===== src/rtl/mmio_pkg.sv =====
// mmio_pkg: shared types and constants for the mmio_bridge block.
//   state_e            bridge FSM state (idle / wait states / response)
//   acc_t              decoded access held across the wait states
//   DEFAULT_BASE_ADDR  byte address of channel 0
//   CH_STRIDE          byte distance between consecutive channels
package mmio_pkg;

    localparam int unsigned ADDR_W    = 32;
    localparam int unsigned CNT_W     = 4;   // wait-state counter, 0..15
    localparam int unsigned IDX_W     = 4;   // channel index, up to 16 channels
    localparam int unsigned CH_STRIDE = 4;

    localparam logic [ADDR_W-1:0] DEFAULT_BASE_ADDR = 32'hFFFF_FC00;

    typedef enum logic [1:0] {
        ST_IDLE = 2'd0,
        ST_WAIT = 2'd1,
        ST_RESP = 2'd2
    } state_e;

    typedef struct packed {
        logic             write;
        logic             err;
        logic [IDX_W-1:0] idx;
    } acc_t;

endpackage


===== src/rtl/sync2.sv =====
// sync2: two-flop synchroniser per bit, asynchronously cleared.
//   clk, reset  clock and async active-high reset
//   d           asynchronous input vector
//   q           synchronised output vector (two edges of latency)
module sync2 #(
    parameter int unsigned WIDTH = 1
) (
    input  logic             clk,
    input  logic             reset,
    input  logic [WIDTH-1:0] d,
    output logic [WIDTH-1:0] q
);

    logic [WIDTH-1:0] meta_q;
    logic [WIDTH-1:0] sync_q;

    always_ff @(posedge clk or posedge reset) begin
        if (reset) begin
            meta_q <= '0;
            sync_q <= '0;
        end else begin
            meta_q <= d;
            sync_q <= meta_q;
        end
    end

    assign q = sync_q;

endmodule


===== src/rtl/mmio_bridge.sv =====
// mmio_bridge: CPU load/store to N_CH board I/O channels with wait states.
//   clk, reset                  core clock, async active-high reset
//   req_valid/write/addr/wdata  one CPU access per request
//   stall                       CPU freeze while the access is pending (combinational)
//   resp_valid/rdata/err        one-cycle response; rdata/err hold until next response
//   io_in                       raw async inputs, channel k at [k*IO_W +: IO_W]
//   io_out, io_wstb             registered outputs and per-channel update strobes
module mmio_bridge
    import mmio_pkg::*;
#(
    parameter int unsigned       DATA_W      = 32,
    parameter int unsigned       IO_W        = 16,
    parameter int unsigned       N_CH        = 4,
    parameter logic [ADDR_W-1:0] BASE_ADDR   = DEFAULT_BASE_ADDR,
    parameter int unsigned       WAIT_CYCLES = 1
) (
    input  logic                   clk,
    input  logic                   reset,
    input  logic                   req_valid,
    input  logic                   req_write,
    input  logic [ADDR_W-1:0]      req_addr,
    input  logic [DATA_W-1:0]      req_wdata,
    output logic                   stall,
    output logic                   resp_valid,
    output logic [DATA_W-1:0]      resp_rdata,
    output logic                   resp_err,
    input  logic [N_CH*IO_W-1:0]   io_in,
    output logic [N_CH*IO_W-1:0]   io_out,
    output logic [N_CH-1:0]        io_wstb
);

    localparam int unsigned IOV_W     = N_CH * IO_W;
    localparam int unsigned STRIDE_LG = $clog2(CH_STRIDE);

    state_e            state_q, state_d;
    logic [CNT_W-1:0]  cnt_q, cnt_d;
    acc_t              acc_q, acc_d;
    logic [IO_W-1:0]   wdata_q, wdata_d;
    logic [IOV_W-1:0]  io_out_q, io_out_d;
    logic [N_CH-1:0]   io_wstb_q, io_wstb_d;
    logic              resp_valid_q, resp_valid_d;
    logic [DATA_W-1:0] resp_rdata_q, resp_rdata_d;
    logic              resp_err_q, resp_err_d;

    logic [IOV_W-1:0]  io_sync;
    logic [ADDR_W-1:0] offset_c;
    logic [ADDR_W-1:0] word_c;
    logic [IDX_W-1:0]  dec_idx;
    logic              dec_ok;
    logic              stall_c;
    logic              enter_resp;
    logic [IO_W-1:0]   rd_sel;

    // Input synchroniser, free-running over the whole io_in vector.
    sync2 #(.WIDTH(IOV_W)) u_sync (
        .clk   (clk),
        .reset (reset),
        .d     (io_in),
        .q     (io_sync)
    );

    // Upper store data bits never reach a channel.
    if (DATA_W > IO_W) begin : g_wdata_hi
        logic unused_wdata_hi;
        assign unused_wdata_hi = ^req_wdata[DATA_W-1:IO_W];
    end

    // Address decode: aligned, at or above the base, and inside the channel range.
    always_comb begin
        offset_c = req_addr - BASE_ADDR;
        word_c   = offset_c >> STRIDE_LG;
        dec_idx  = word_c[IDX_W-1:0];
        dec_ok   = (req_addr[STRIDE_LG-1:0] == '0)
                && (req_addr >= BASE_ADDR)
                && (word_c < ADDR_W'(N_CH));
    end

    // FSM next state plus the response/output register updates on RESP entry.
    always_comb begin
        state_d      = state_q;
        cnt_d        = cnt_q;
        acc_d        = acc_q;
        wdata_d      = wdata_q;
        io_out_d     = io_out_q;
        io_wstb_d    = '0;
        resp_valid_d = 1'b0;
        resp_rdata_d = resp_rdata_q;
        resp_err_d   = resp_err_q;
        stall_c      = 1'b0;
        enter_resp   = 1'b0;
        rd_sel       = '0;

        case (state_q)
            ST_IDLE: begin
                if (req_valid) begin
                    stall_c = 1'b1;
                    acc_d   = '{write: req_write, err: ~dec_ok, idx: dec_idx};
                    wdata_d = req_wdata[IO_W-1:0];
                    if (WAIT_CYCLES == 0) begin
                        state_d    = ST_RESP;
                        enter_resp = 1'b1;
                    end else begin
                        state_d = ST_WAIT;
                        cnt_d   = CNT_W'(WAIT_CYCLES - 1);
                    end
                end
            end
            ST_WAIT: begin
                stall_c = 1'b1;
                if (cnt_q == '0) begin
                    state_d    = ST_RESP;
                    enter_resp = 1'b1;
                end else begin
                    cnt_d = cnt_q - 1'b1;
                end
            end
            ST_RESP: state_d = ST_IDLE;
            default: state_d = ST_IDLE;
        endcase

        // acc_d covers both the zero-wait path (fresh decode) and the WAIT path (held).
        for (int k = 0; k < int'(N_CH); k++) begin
            if (acc_d.idx == IDX_W'(k)) begin
                rd_sel = io_sync[k*IO_W +: IO_W];
            end
        end

        if (enter_resp) begin
            resp_valid_d = 1'b1;
            resp_err_d   = acc_d.err;
            resp_rdata_d = '0;
            if (!acc_d.err) begin
                if (acc_d.write) begin
                    for (int k = 0; k < int'(N_CH); k++) begin
                        if (acc_d.idx == IDX_W'(k)) begin
                            io_out_d[k*IO_W +: IO_W] = wdata_d;
                            io_wstb_d[k]             = 1'b1;
                        end
                    end
                end else begin
                    resp_rdata_d = DATA_W'(rd_sel);
                end
            end
        end
    end

    // State and output registers; reset aborts any access in flight.
    always_ff @(posedge clk or posedge reset) begin
        if (reset) begin
            state_q      <= ST_IDLE;
            cnt_q        <= '0;
            acc_q        <= '0;
            wdata_q      <= '0;
            io_out_q     <= '0;
            io_wstb_q    <= '0;
            resp_valid_q <= 1'b0;
            resp_rdata_q <= '0;
            resp_err_q   <= 1'b0;
        end else begin
            state_q      <= state_d;
            cnt_q        <= cnt_d;
            acc_q        <= acc_d;
            wdata_q      <= wdata_d;
            io_out_q     <= io_out_d;
            io_wstb_q    <= io_wstb_d;
            resp_valid_q <= resp_valid_d;
            resp_rdata_q <= resp_rdata_d;
            resp_err_q   <= resp_err_d;
        end
    end

    assign stall      = stall_c;
    assign resp_valid = resp_valid_q;
    assign resp_rdata = resp_rdata_q;
    assign resp_err   = resp_err_q;
    assign io_out     = io_out_q;
    assign io_wstb    = io_wstb_q;

endmodule


===== config.mk =====
export PLATFORM = sky130hd
export DESIGN_NAME = mmio_bridge
export DESIGN_NICKNAME = d
export VERILOG_FILES = /design/src/rtl/mmio_pkg.sv /design/src/rtl/sync2.sv /design/src/rtl/mmio_bridge.sv
export SDC_FILE = /design/constraint.sdc
export NUM_CORES = 1
export LEC_CHECK = 0
export CORE_MARGIN = 10
export CORE_UTILIZATION = 47
export DETAILED_ROUTE_END_ITERATION = 10
export GPL_ROUTABILITY_DRIVEN = 1
export GPL_TIMING_DRIVEN = 0
export HOLD_SLACK_MARGIN = 0.05
export PLACE_DENSITY = 0.78
export SKIP_LAST_GASP = 1
export SLEW_MARGIN = 20
export SYNTH_ARGS = -nofsm -noshare
export SYNTH_HDL_FRONTEND = slang
export SYNTH_SLANG_ARGS = --single-unit

===== constraint.sdc =====
create_clock -name clk -period 11 [get_ports clk]
set_input_delay 2.75 -clock clk [delete_from_list [all_inputs] [get_ports clk]]
set_output_delay 2.75 -clock clk [all_outputs]
set_load 0.05 [all_outputs]

==> impl_metrics.sql <==
INSERT INTO impl_metrics (metric_group, metric, value, unit) VALUES
('setup_path', 'slowest_delay', '0.82', 'ns'),
('clocking', 'worstSkewPairLatency', '0.51', 'ns'),
('clocking', 'postCtsHoldBufs', '0', ''),
('global_route', 'grtUsageTotal', '17.9', '%'),
('power', 'totalPowerFinal', '2.42', 'mW'),
('sta', 'timing.clock.skew', '0.00771', 'ns'),
('power', 'vdd_ir_drop_max', '126', 'uV'),
('placement', 'pre_cts_ws', '4.03', 'ns'),
('logic_synthesis', 'post-synth-top-area-fraction', '74.6', '%'),
('setup_path', 'critPathCaptureType', 'primary output', ''),
('global_route', 'grt_pass1_wl', '32300', 'um'),
('floorplanning', 'design.die.area', '22900', 'um2'),
('routing', 'drtPass1Iterations', '4', ''),
('final_layout', 'layout.nets', '964', ''),
('logic_synthesis', 'synth_top_area_cell', 'dfrtp_1', ''),
('global_route', 'grt_max_degree', '117', ''),
('setup_path', 'worstSetupPathType', 'in2out', ''),
('routing', 'totalWireLength', '20900', 'um'),
('logic_synthesis', 'yosys-top-cells-area', 'dfrtp_1, mux2i_1, a21oi_1, nor2_1, a22o_1', ''),
('floorplanning', 'chipHeight', '151', 'um'),
('setup_path', 'crit_chain', 'clkdlybuf4s50_1 > nor2_1 > nor2_1 > clkdlybuf4s50_1', ''),
('routing', 'post-route-drc-count', '0', ''),
('logic_synthesis', 'seq_area_frac_synth', '74.6', '%'),
('sta', 'final_min_period_over_clock_period', '63.3', '%'),
('final_layout', 'fill_cells', '1128', ''),
('clocking', 'clkSinkCount', '242', ''),
('sta', 'min_cycle_time_layout', '6.96', 'ns'),
('sta', 'max_transition_viols_final', '0', ''),
('clocking', 'clock_buffer_count_from_cts', '24', ''),
('floorplanning', 'start_util', '48.4', '%'),
('sta', 'final.hold.worst_slack', '0.346', 'ns'),
('logic_synthesis', 'synthesis.area', '8120', 'um2'),
('setup_path', 'worst_setup_path_start_kind', 'primary input', ''),
('outcome', 'result_of_the_run', 'complete, no violations', ''),
('logic_synthesis', 'netlist-cell-type-count', '35', ''),
('global_route', 'grt_overflow_total', '0', ''),
('sta', 'fin_tns_setup', '0', 'ns'),
('floorplanning', 'fp.dieW', '151', 'um'),
('final_layout', 'layout-area-overhead-vs-synth', '40.2', '%'),
('power', 'power.density_cell_area', '213', 'nW/um2'),
('clocking', 'postCtsResizedCells', '0', ''),
('clocking', 'cts_tree', 'built', ''),
('sta', 'final_count_of_hold_timing_violations', '0', ''),
('floorplanning', 'rows', '47', ''),
('final_layout', 'layout.cell_area.non_filler', '11400', 'um2'),
('clocking', 'post-cts-setup-buffer-count', '0', ''),
('logic_synthesis', 'synthesis.area_per_instance', '13.9', 'um2'),
('final_layout', 'layout.cells.most_common', 'dfrtp_1', ''),
('sta', 'worst_pin_slew', '0.899', 'ns'),
('placement', 'finalWeightedCongestion', '0.833', ''),
('sta', 'fmax', '144', 'MHz'),
('setup_path', 'cp_data_arrival_time', '4.21', 'ns'),
('clocking', 'clkSlewWorstSetupHoldPaths', '0.06', 'ns'),
('flow_run', 'maxCapViolCount', '0', ''),
('routing', 'drt-vias-per-instance', '5.08', ''),
('sta', 'max_slew_margin', '40.1', '%'),
('final_layout', 'layout_common_cells', 'dfrtp_1, clkdlybuf4s50_1, nor2_1', ''),
('final_layout', 'final_layout_size_suffix_gt1_share', '10.3', '%'),
('routing', 'route.detailed.wl_per_inst', '19.6', 'um'),
('routing', 'via_count', '5418', ''),
('logic_synthesis', 'synth_warnings', '0', ''),
('setup_path', 'critPathRequiredTime', '8.25', 'ns'),
('min_path', 'holdCritPathClass', 'reg2reg', ''),
('logic_synthesis', 'synth_seq_cells', '242', ''),
('logic_synthesis', 'postSynthCellCount', '585', ''),
('setup_path', 'cp_slowest_cell', 'clkdlybuf4s50_1', ''),
('clocking', 'cts.htree.levels', '1', ''),
('placement', 'place.detailed.instances', '1024', ''),
('routing', 'drt_iter0_markers', '251', ''),
('clocking', 'cts_max_path_buffers', '3', ''),
('sta', 'setup_slack', '4.04', 'ns');
[state kept, by name (all words and copies together), names as in the netlist, 4 cells and up]
register and cells:
resp_rdata 16, cnt_q 4, u_sync.meta_q 64, u_sync.q 64, io_wstb 4, wdata_q 16, acc_q 6, io_out 64
[metal layers]
layer	GRT usage [%]	vias to the layer above	wire length [um]
li1	-	2439	-
met1	21.5	2680	8180
met2	29.7	266	9880
met3	6.71	33	2410
met4	4.96	0	418
met5	0	-	0
[worst max-delay path: cells and delay by family]
kind,cells,cell delay (ns)
buffers and inverters,2,1.30
AND/OR/NAND/NOR,2,0.15
[final timing paths]
path	to	slack, ns	cells after the start	from
max reg2reg	io_out[38]$_DFFE_PP0P_	8.25	7	state_q[0]$_DFFE_PP0P_
max	stall	4.04	4	req_valid
min in group asynchronous	io_out[27]$_DFFE_PP0P_	2.65	2	reset
min	u_sync.q[21]$_DFF_PP0_	0.35	0	u_sync.meta_q[21]$_DFF_PP0_
min reg2reg	u_sync.q[21]$_DFF_PP0_	0.35	0	u_sync.meta_q[21]$_DFF_PP0_
max in group asynchronous	u_sync.q[12]$_DFF_PP0_	7.52	3	reset
[final cells by class]
class / instances / area [um2] / area share, %
Sequential cell: 242 / 6060 / 53.2
Timing Repair Buffer: 204 / 2080 / 18.2
Multi-Input combinational cell: 296 / 1800 / 15.9
Clock buffer: 31 / 688 / 6.05
Tap cell: 220 / 275 / 2.42
Buffer: 39 / 226 / 1.99
Clock inverter: 11 / 161 / 1.42
Inverter: 23 / 93.8 / 0.824
[power by group]
part	internal, mW	switching, mW	leakage (nW)
sequential	0.976	0.0440	3.02
combinational	0.196	0.348	1.76
clock	0.534	0.326	0.420
total	1.71	0.719	5.20
[synthesized netlist by cell type (all sizes together)]
library cell / number
dfrtp: 242
nor2: 71
a21oi: 64
mux2i: 37
buf: 34
nand2: 27
inv: 23
a22o: 16
a31oi: 9
o22ai: 8
o32ai: 8
nor4: 7
nor3: 6
clkbuf: 5
nand4: 5
nand3: 3
nor2b: 3
nor3b: 3
ha: 2
nand3b: 2
o21ai: 2
or3b: 2
or4b: 2
conb: 1
mux2: 1
xnor2: 1
xor2: 1
[logic make-up (layout without fill, tap and decap cells)]
family                   Yosys count  after routing  synth area share, %
AO/OA/AOI/OAI                    107            107                 7.97
XOR/XNOR                           2              2                0.216
adder cells (fa/ha/maj)            2              2                0.308
buffers and inverters             62            308                 3.85
flip-flops                       242            242                 74.6
multiplexers                      38             38                 5.16
other                              1             16               0.0462
AND/OR/NAND/NOR                  131            131                 7.83
Power figures use the tool's default switching activity.
